`config.mk`:
```
export PLATFORM = sky130hd
export DESIGN_NAME = memory_arbiter
export DESIGN_NICKNAME = d
export VERILOG_FILES = /design/src/rtl/memory_arbiter.sv
export SDC_FILE = /design/constraint.sdc
export NUM_CORES = 1
export LEC_CHECK = 0
export ABC_AREA = 1
export ABC_CLOCK_PERIOD_IN_PS = 4310
export CORE_AREA = 2 2 107 109
export CTS_CLUSTER_SIZE = 25
export DETAILED_ROUTE_END_ITERATION = 8
export DIE_AREA = 0 0 109 111
export PLACE_DENSITY_LB_ADDON = 0.05
export SETUP_SLACK_MARGIN = 0.5
export SLEW_MARGIN = 15
export SYNTH_ARGS = -nofsm -noshare
export SYNTH_HDL_FRONTEND = slang
export SYNTH_SLANG_ARGS = --single-unit
```
`constraint.sdc`:
```
create_clock -name clock_i -period 4.31 [get_ports clock_i]
set_clock_uncertainty 0.2 [all_clocks]
set_input_delay 0.862 -clock clock_i [delete_from_list [all_inputs] [get_ports clock_i]]
set_output_delay 0.862 -clock clock_i [all_outputs]
set_load 0.02 [all_outputs]
```
`src/rtl/memory_arbiter.sv`:
```
// Two-port memory arbiter: instruction fetch and load/store ports share one
// single-cycle-latency memory, with round-robin or data-first arbitration.
module memory_arbiter #(
    parameter int DATA_PRIORITY = 0
) (
    input  logic        clock_i,
    input  logic        reset_i,
    input  logic        fetch_request_i,
    input  logic [31:0] fetch_address_i,
    output logic        fetch_grant_o,
    output logic        fetch_valid_o,
    output logic [31:0] fetch_data_o,
    input  logic        data_request_i,
    input  logic        data_write_i,
    input  logic [31:0] data_address_i,
    input  logic [31:0] data_write_data_i,
    input  logic [3:0]  data_byte_enable_i,
    output logic        data_grant_o,
    output logic        data_valid_o,
    output logic [31:0] data_read_data_o,
    output logic        read_enable_o,
    output logic        write_enable_o,
    output logic [31:0] address_o,
    output logic [31:0] write_data_o,
    output logic [3:0]  byte_enable_o,
    input  logic [31:0] data_i
);

    typedef enum logic [1:0] {
        OWNER_NONE  = 2'd0,
        OWNER_FETCH = 2'd1,
        OWNER_DATA  = 2'd2
    } owner_t;

    typedef enum logic {
        PORT_FETCH = 1'b0,
        PORT_DATA  = 1'b1
    } port_t;

    owner_t      owner_q, owner_d;
    port_t       last_grant_q, last_grant_d;
    logic        fetch_win;
    logic        data_win;
    logic [31:0] granted_address;

    // NOTE: every signal assigned in an always_comb gets a default first, so no path can infer a latch.
    always_comb begin
        fetch_win = 1'b0;
        data_win  = 1'b0;
        if (!reset_i) begin
            if (fetch_request_i && data_request_i) begin
                if (DATA_PRIORITY != 0) begin
                    data_win = 1'b1;
                end else if (last_grant_q == PORT_DATA) begin
                    fetch_win = 1'b1;
                end else begin
                    data_win = 1'b1;
                end
            end else begin
                fetch_win = fetch_request_i;
                data_win  = data_request_i;
            end
        end
    end

    always_comb begin
        read_enable_o   = 1'b0;
        write_enable_o  = 1'b0;
        byte_enable_o   = 4'b0000;
        write_data_o    = 32'd0;
        granted_address = 32'd0;
        owner_d         = OWNER_NONE;
        last_grant_d    = last_grant_q;
        if (fetch_win) begin
            read_enable_o   = 1'b1;
            granted_address = fetch_address_i;
            owner_d         = OWNER_FETCH;
            last_grant_d    = PORT_FETCH;
        end else if (data_win) begin
            granted_address = data_address_i;
            owner_d         = OWNER_DATA;
            last_grant_d    = PORT_DATA;
            if (data_write_i) begin
                write_enable_o = 1'b1;
                byte_enable_o  = data_byte_enable_i;
                write_data_o   = data_write_data_i;
            end else begin
                read_enable_o = 1'b1;
            end
        end
    end

    // Memory is word addressed; byte offset is dropped, lanes come from byte_enable_o.
    assign address_o     = granted_address & 32'hFFFF_FFFC;
    assign fetch_grant_o = fetch_win;
    assign data_grant_o  = data_win;

    // NOTE: sequential state is updated with non-blocking assignments only.
    always_ff @(posedge clock_i or posedge reset_i) begin
        if (reset_i) begin
            owner_q      <= OWNER_NONE;
            last_grant_q <= PORT_DATA;
        end else begin
            owner_q      <= owner_d;
            last_grant_q <= last_grant_d;
        end
    end

    assign fetch_valid_o    = (owner_q == OWNER_FETCH);
    assign data_valid_o     = (owner_q == OWNER_DATA);
    assign fetch_data_o     = data_i;
    assign data_read_data_o = data_i;

endmodule

```
==> impl_metrics.json, run 1 <==
{
  "setup-violations-final": 0,
  "dpl.hpwl_mm": 5.45,
  "nFillCells": 1236,
  "cp_common_cell": "clkdlybuf4s50_1",
  "rsz0062_at_grt": "yes",
  "hold_ws_ps": 380,
  "synth-seq-area-share_pct": 4.93,
  "drt.antenna.violating_nets": 0,
  "synthTopCellsByArea": "buf_4, nand2_1, nand4_1",
  "initial_utilization_pct": 14.0,
  "nets": 515,
  "worst_setup_path_end_kind": "output pin",
  "arrival_ps": 2640,
  "ys_warn_count": 0,
  "routedWlPerCell_um": 13.8,
  "multi_input_area_um2": 822,
  "clock.fmax_mhz": 270,
  "critPathLaunchType": "primary input",
  "globalRouteOverflowTotal": 0,
  "synth_edf_count": 0,
  "viasPerCell": 3.89,
  "syn_inst": 281,
  "antenna_found_initial": 0,
  "drv_cap": 0,
  "avgSynthCellArea_um2": 5.51,
  "htreeDepth": 1,
  "cts_setup_buffers": 0,
  "min_delay_path_depth": 4,
  "drive_gt1_share_pct": 7.43,
  "num_vias": 2025,
  "portBuffers": 172,
  "slowest_stage": "clkdlybuf4s50_1",
  "crit_type": "in2out",
  "ioPinCount": 275,
  "hold_path_class": "reg2reg",
  "synth_common_cells": "nand2_1, buf_4, nor2_1, nand3_1, nand4_1",
  "powerDensity_mw_per_mm2": 162,
  "clock_sinks": 3,
  "drc": 0,
  "die_area_mm2": 0.0121,
  "core.rowCount": 39,
  "synth-async-reset-ratio_pct": 100,
  "synth.most_common_cell": "nand2_1",
  "core_mm2": 0.0111,
  "synth_top_area_share_pct": 33.0,
  "reg2reg_depth": 6,
  "critPathMaxStageDelay_ps": 600,
  "ir_drop_mv": 0.0775,
  "worstPathCellList": "clkdlybuf4s50_1, inv_1, nor2_2, buf_12, nand3_1, nand2_1, clkdlybuf4s50_1",
  "crit_required_ps": 3250,
  "syn_area_mm2": 0.00155,
  "numCtsBuffers": 3,
  "fin_ws_ps": 611,
  "worst-path-max-fanout": 29,
  "first_pass_iters": 4,
  "cts_tree": "yes",
  "yosysTopAreaCell": "buf_4",
  "grt_pass1_wl_mm": 10.7,
  "antenna_cells": 0,
  "grt_pass1_vias": 2066,
  "critical_path.top_delay_family": "buffers and inverters",
  "clockRootBuffer": "clkbuf_16",
  "place_congestion": 0.669,
  "slew_violations": 0,
  "path_depth": 7,
  "synth_flop_cell": "dfrtp_1",
  "grt_max_degree": 32,
  "hold_buffers": 0,
  "ys_ff_latch": 3,
  "pre_cts_slack_ps": 446,
  "clock_path_buffers": 2,
  "final-seq-area_um2": 76.3,
  "run_status": "finished, final reports clean",
  "clk_latency_ps": 230,
  "hold_viol": 0,
  "leakagePower_uw": 0.00129,
  "final.setup.tns_ps": 0,
  "finalCritPeriodShare_pct": 85.8,
  "die_h_um": 111,
  "min_period_ps": 3700,
  "area_growth_pct": 97.1,
  "fp.dieW_um": 109,
  "synth.distinct_cells": 17,
  "grt_usage_pct": 11.2,
  "wl_mm": 7.16,
  "path_buf_inv": 4,
  "drt_iter0_drc": 111,
  "clk_pin_slew_worst_paths_ps": 30
}
-- worst register-to-register path, stage by stage (launching register included) --
cell and delay (ps):
dfstp_2 530, inv_1 50, nand2_1 90, buf_12 200, nand2_1 120, nand2_1 70, inv_1 40
-- registers in the layout, indices dropped and copies added (netlist names) --
name and cells:
last_grant_q 1, owner_q 2
-- stage by stage --
step	total power (uW)	std cells	utilization [%]	instance area (um2)
CTS	500	520	27.3	3030
floorplan	249	282	-	1550
global placement	349	516	26.6	2950
detailed placement	348	516	26.6	2950
finish	494	520	27.6	3050
global route	525	520	27.6	3050
-- final timing paths --
kind	start	end	slack [ps]
worst max register to register	last_grant_q$_DFFE_PP1P_	last_grant_q$_DFFE_PP1P_	2940
min in group asynchronous	reset_i	owner_q[1]$_DFF_PP0_	1190
worst min register to register	last_grant_q$_DFFE_PP1P_	last_grant_q$_DFFE_PP1P_	380
max in group asynchronous	reset_i	last_grant_q$_DFFE_PP1P_	2530
worst min-delay path	last_grant_q$_DFFE_PP1P_	last_grant_q$_DFFE_PP1P_	380
worst max-delay path	fetch_request_i	address_o[25]	610
-- metal layers --
metal / up-vias / track usage [%] / part of all wire [%]
met5: - / 0 / 0
met4: 0 / 4.53 / 2.3
met3: 22 / 3.47 / 12
met2: 107 / 20.8 / 51
met1: 873 / 11.3 / 35
li1: 1023 / - / -
-- report_power, final --
part | internal, uW | leakage, uW | switching [uW]
combinational | 168 | 0.00121 | 144
clock | 122 | 0.0000382 | 26.1
sequential | 32.0 | 0.0000369 | 1.63
-- cell usage in the layout, fill, tap and decap left out, types with 2 or more instances in the layout --
cell type / count
buf_12: 4
buf_4: 3
clkbuf_16: 3
clkdlybuf4s50_1: 170
conb_1: 2
dfrtp_1: 2
dlymetal6s2s_1: 2
inv_1: 8
inv_2: 3
nand2_1: 72
nand3_1: 31
nand4_1: 30
nor2_1: 31
nor2_2: 9
-- cells by family after synthesis --
group	after synthesis	share of synthesized area [%]
flops	3	4.93
buf+inv	101	42.9
other cells	1	0.242
simple gates	176	51.9
-- cell type report --
type	instances	share of cell area, %
Inverter	11	1.35
Timing Repair Buffer	181	60.8
Multi-Input combinational cell	178	26.9
Clock buffer	4	2.58
Tap cell	143	5.86
Sequential cell	3	2.50
-- repair_timing --
action,4_1_cts,5_1_grt
setup endpoints to repair,56,60
pin swaps,0,0
resized for setup,0,7
Power figures use the tool's default switching activity.
==> run 2, diff against run 1 <==
Settings changed: ABC_CLOCK_PERIOD_IN_PS 4310 to 3100, CORE_AREA 2 2 107 109 to 2 2 108 110, DIE_AREA 0 0 109 111 to 0 0 110 112, MAX_ROUTING_LAYER set to met4.
Clock period 4.31 ns to 3.1 ns, I/O delays scaled along.
==> impl_metrics.json, run 2 (synthesis results as in run 1) <==
{
  "hold_viol": 0,
  "cts_tree": "yes",
  "routedWlPerCell_um": 13.6,
  "powerDensity_mw_per_mm2": 227,
  "dpl.hpwl_mm": 5.36,
  "first_pass_iters": 4,
  "leakagePower_uw": 0.00148,
  "pwr-share-clk_pct": 29.2,
  "place_congestion": 0.672,
  "initial_utilization_pct": 13.9,
  "clock.fmax_mhz": 393,
  "nets": 529,
  "num_vias": 2120,
  "drive_gt1_share_pct": 29.7,
  "hold_path_class": "reg2reg",
  "fin_cells": 535,
  "crit_required_ps": 2280,
  "htreeDepth": 1,
  "p_comb_share_pct": 64.1,
  "viasPerCell": 3.96,
  "die_h_um": 112,
  "die_area_mm2": 0.0123,
  "globalRouteOverflowTotal": 0,
  "fp.dieW_um": 110,
  "critPathMaxStageDelay_ps": 320,
  "clock_path_buffers": 2,
  "ioPinCount": 275,
  "slew_violations": 0,
  "hold_ws_ps": 374,
  "arrival_ps": 1720,
  "finalCritPeriodShare_pct": 82.1,
  "setup-violations-final": 0,
  "swShare_pct": 35.2,
  "p_int_uw": 450,
  "final.setup.tns_ps": 0,
  "wl_mm": 7.26,
  "slowest_stage": "dlygate4sd2_1",
  "hold_buffers": 0,
  "worstPathCellList": "dlygate4sd2_1, nor2_4, nand2_4, buf_12, nor2_1, clkdlybuf4s15_2",
  "clk_latency_ps": 220,
  "reg.largest.list": "owner_q (2), last_grant_q (1)",
  "area_growth_pct": 97.7,
  "largest_reg_flops": 2,
  "grt_pass1_vias": 2165,
  "worst_setup_path_end_kind": "output pin",
  "drc": 0,
  "numCtsBuffers": 3,
  "portBuffers": 172,
  "worst-path-max-fanout": 13,
  "drv_cap": 0,
  "drt_iter0_drc": 120,
  "regMostFlops": "owner_q",
  "core.rowCount": 39,
  "drt.antenna.violating_nets": 0,
  "clockRootBuffer": "clkbuf_16",
  "p_switching_uw": 244,
  "clk_pin_slew_worst_paths_ps": 30,
  "clock_sinks": 3,
  "run_status": "finished, final reports clean",
  "antenna_found_initial": 1,
  "min_period_ps": 2540,
  "dp_cells": 521,
  "finalPower_uw": 694,
  "ir_drop_mv": 0.120,
  "rsz0062_at_grt": "no",
  "grt_max_degree": 31,
  "power.sequential.fraction_pct": 6.7,
  "grt_usage_pct": 11.4,
  "grt_pass1_wl_mm": 10.8,
  "layout_commonest_cell": "clkdlybuf4s50_1",
  "final_cell_mix": "clkdlybuf4s50_1, nand2_1, buf_4, nor2_1, nand3_1",
  "crit_type": "in2out",
  "core_mm2": 0.0112,
  "critPathLaunchType": "primary input"
}
-- run 2: cell types whose count changed in the layout (fill, tap and decap cells not counted), moves of 3 or more --
cell / before / now
buf_16: 0 / 3
buf_2: 0 / 29
buf_4: 3 / 34
buf_6: 1 / 9
clkdlybuf4s15_2: 0 / 12
clkdlybuf4s50_1: 170 / 98
dlygate4sd2_1: 0 / 3
-- run 2: final cells by class --
| class | count | area [um2] |
|---|---|---|
| well taps | 143 | 179 |
| clock buffers | 4 | 78.8 |
| fillers | 1269 | 8110 |
| inverters | 11 | 41.3 |
| diodes | 1 | 2.50 |
| flip-flops and latches | 3 | 76.3 |
| repair buffers | 195 | 1850 |
| multi-input cells | 178 | 832 |
-- run 2: path summary, 6_finish.rpt --
path / to / slack [ps] / startpoint / cells past startpoint
worst max-delay path: write_data_o[6] / 560 / reset_i / 6
worst min-delay path: last_grant_q$_DFFE_PP1P_ / 370 / last_grant_q$_DFFE_PP1P_ / 4
worst max register to register: owner_q[1]$_DFF_PP0_ / 1860 / last_grant_q$_DFFE_PP1P_ / 4
worst min register to register: last_grant_q$_DFFE_PP1P_ / 370 / last_grant_q$_DFFE_PP1P_ / 4
max in group asynchronous: last_grant_q$_DFFE_PP1P_ / 1970 / reset_i / 3
min in group asynchronous: owner_q[0]$_DFF_PP0_ / 530 / reset_i / 3
-- run 2: through the flow --
stage / instance area [um2] / setup slack [ps] / util, %
finish: 3060 / 556 / 27.4
global route: 3060 / 505 / 27.4
CTS: 3150 / 513 / 28.2
detailed placement: 3010 / -108 / 27.0
global placement: 3010 / -115 / 27.0
floorplan: 1550 / 891 / -
-- run 2: layer usage --
| layer | track usage, % | wire [um] | part of all wire (%) | vias up |
|---|---|---|---|---|
| met5 | - | 0 | 0 | - |
| met4 | 2.70 | 61 | 0.84 | 0 |
| met3 | 3.16 | 781 | 11 | 14 |
| met2 | 20.1 | 3650 | 50 | 113 |
| met1 | 12.5 | 2770 | 38 | 935 |
| li1 | - | - | - | 1058 |
-- run 2: critical path, delay by kind of cell --
kind / cells / cell delay, ps
simple gates: 3 / 340
buf+inv: 3 / 750
-- run 2: power groups by stage --
stage	clock network (uW)	logic (uW)	registers, uW
after floorplan	0	301	46.2
after global placement	0	447	46.7
after detailed placement	0	445	46.7
after CTS	207	457	46.7
after global routing	211	481	47.3
final	203	445	46.6
-- run 2: what timing repair did --
action,in CTS,in global routing
gates cloned,3,0
buffers inserted,5,1
pin swaps,2,1
resized for setup,304,17
setup endpoints to repair,70,24
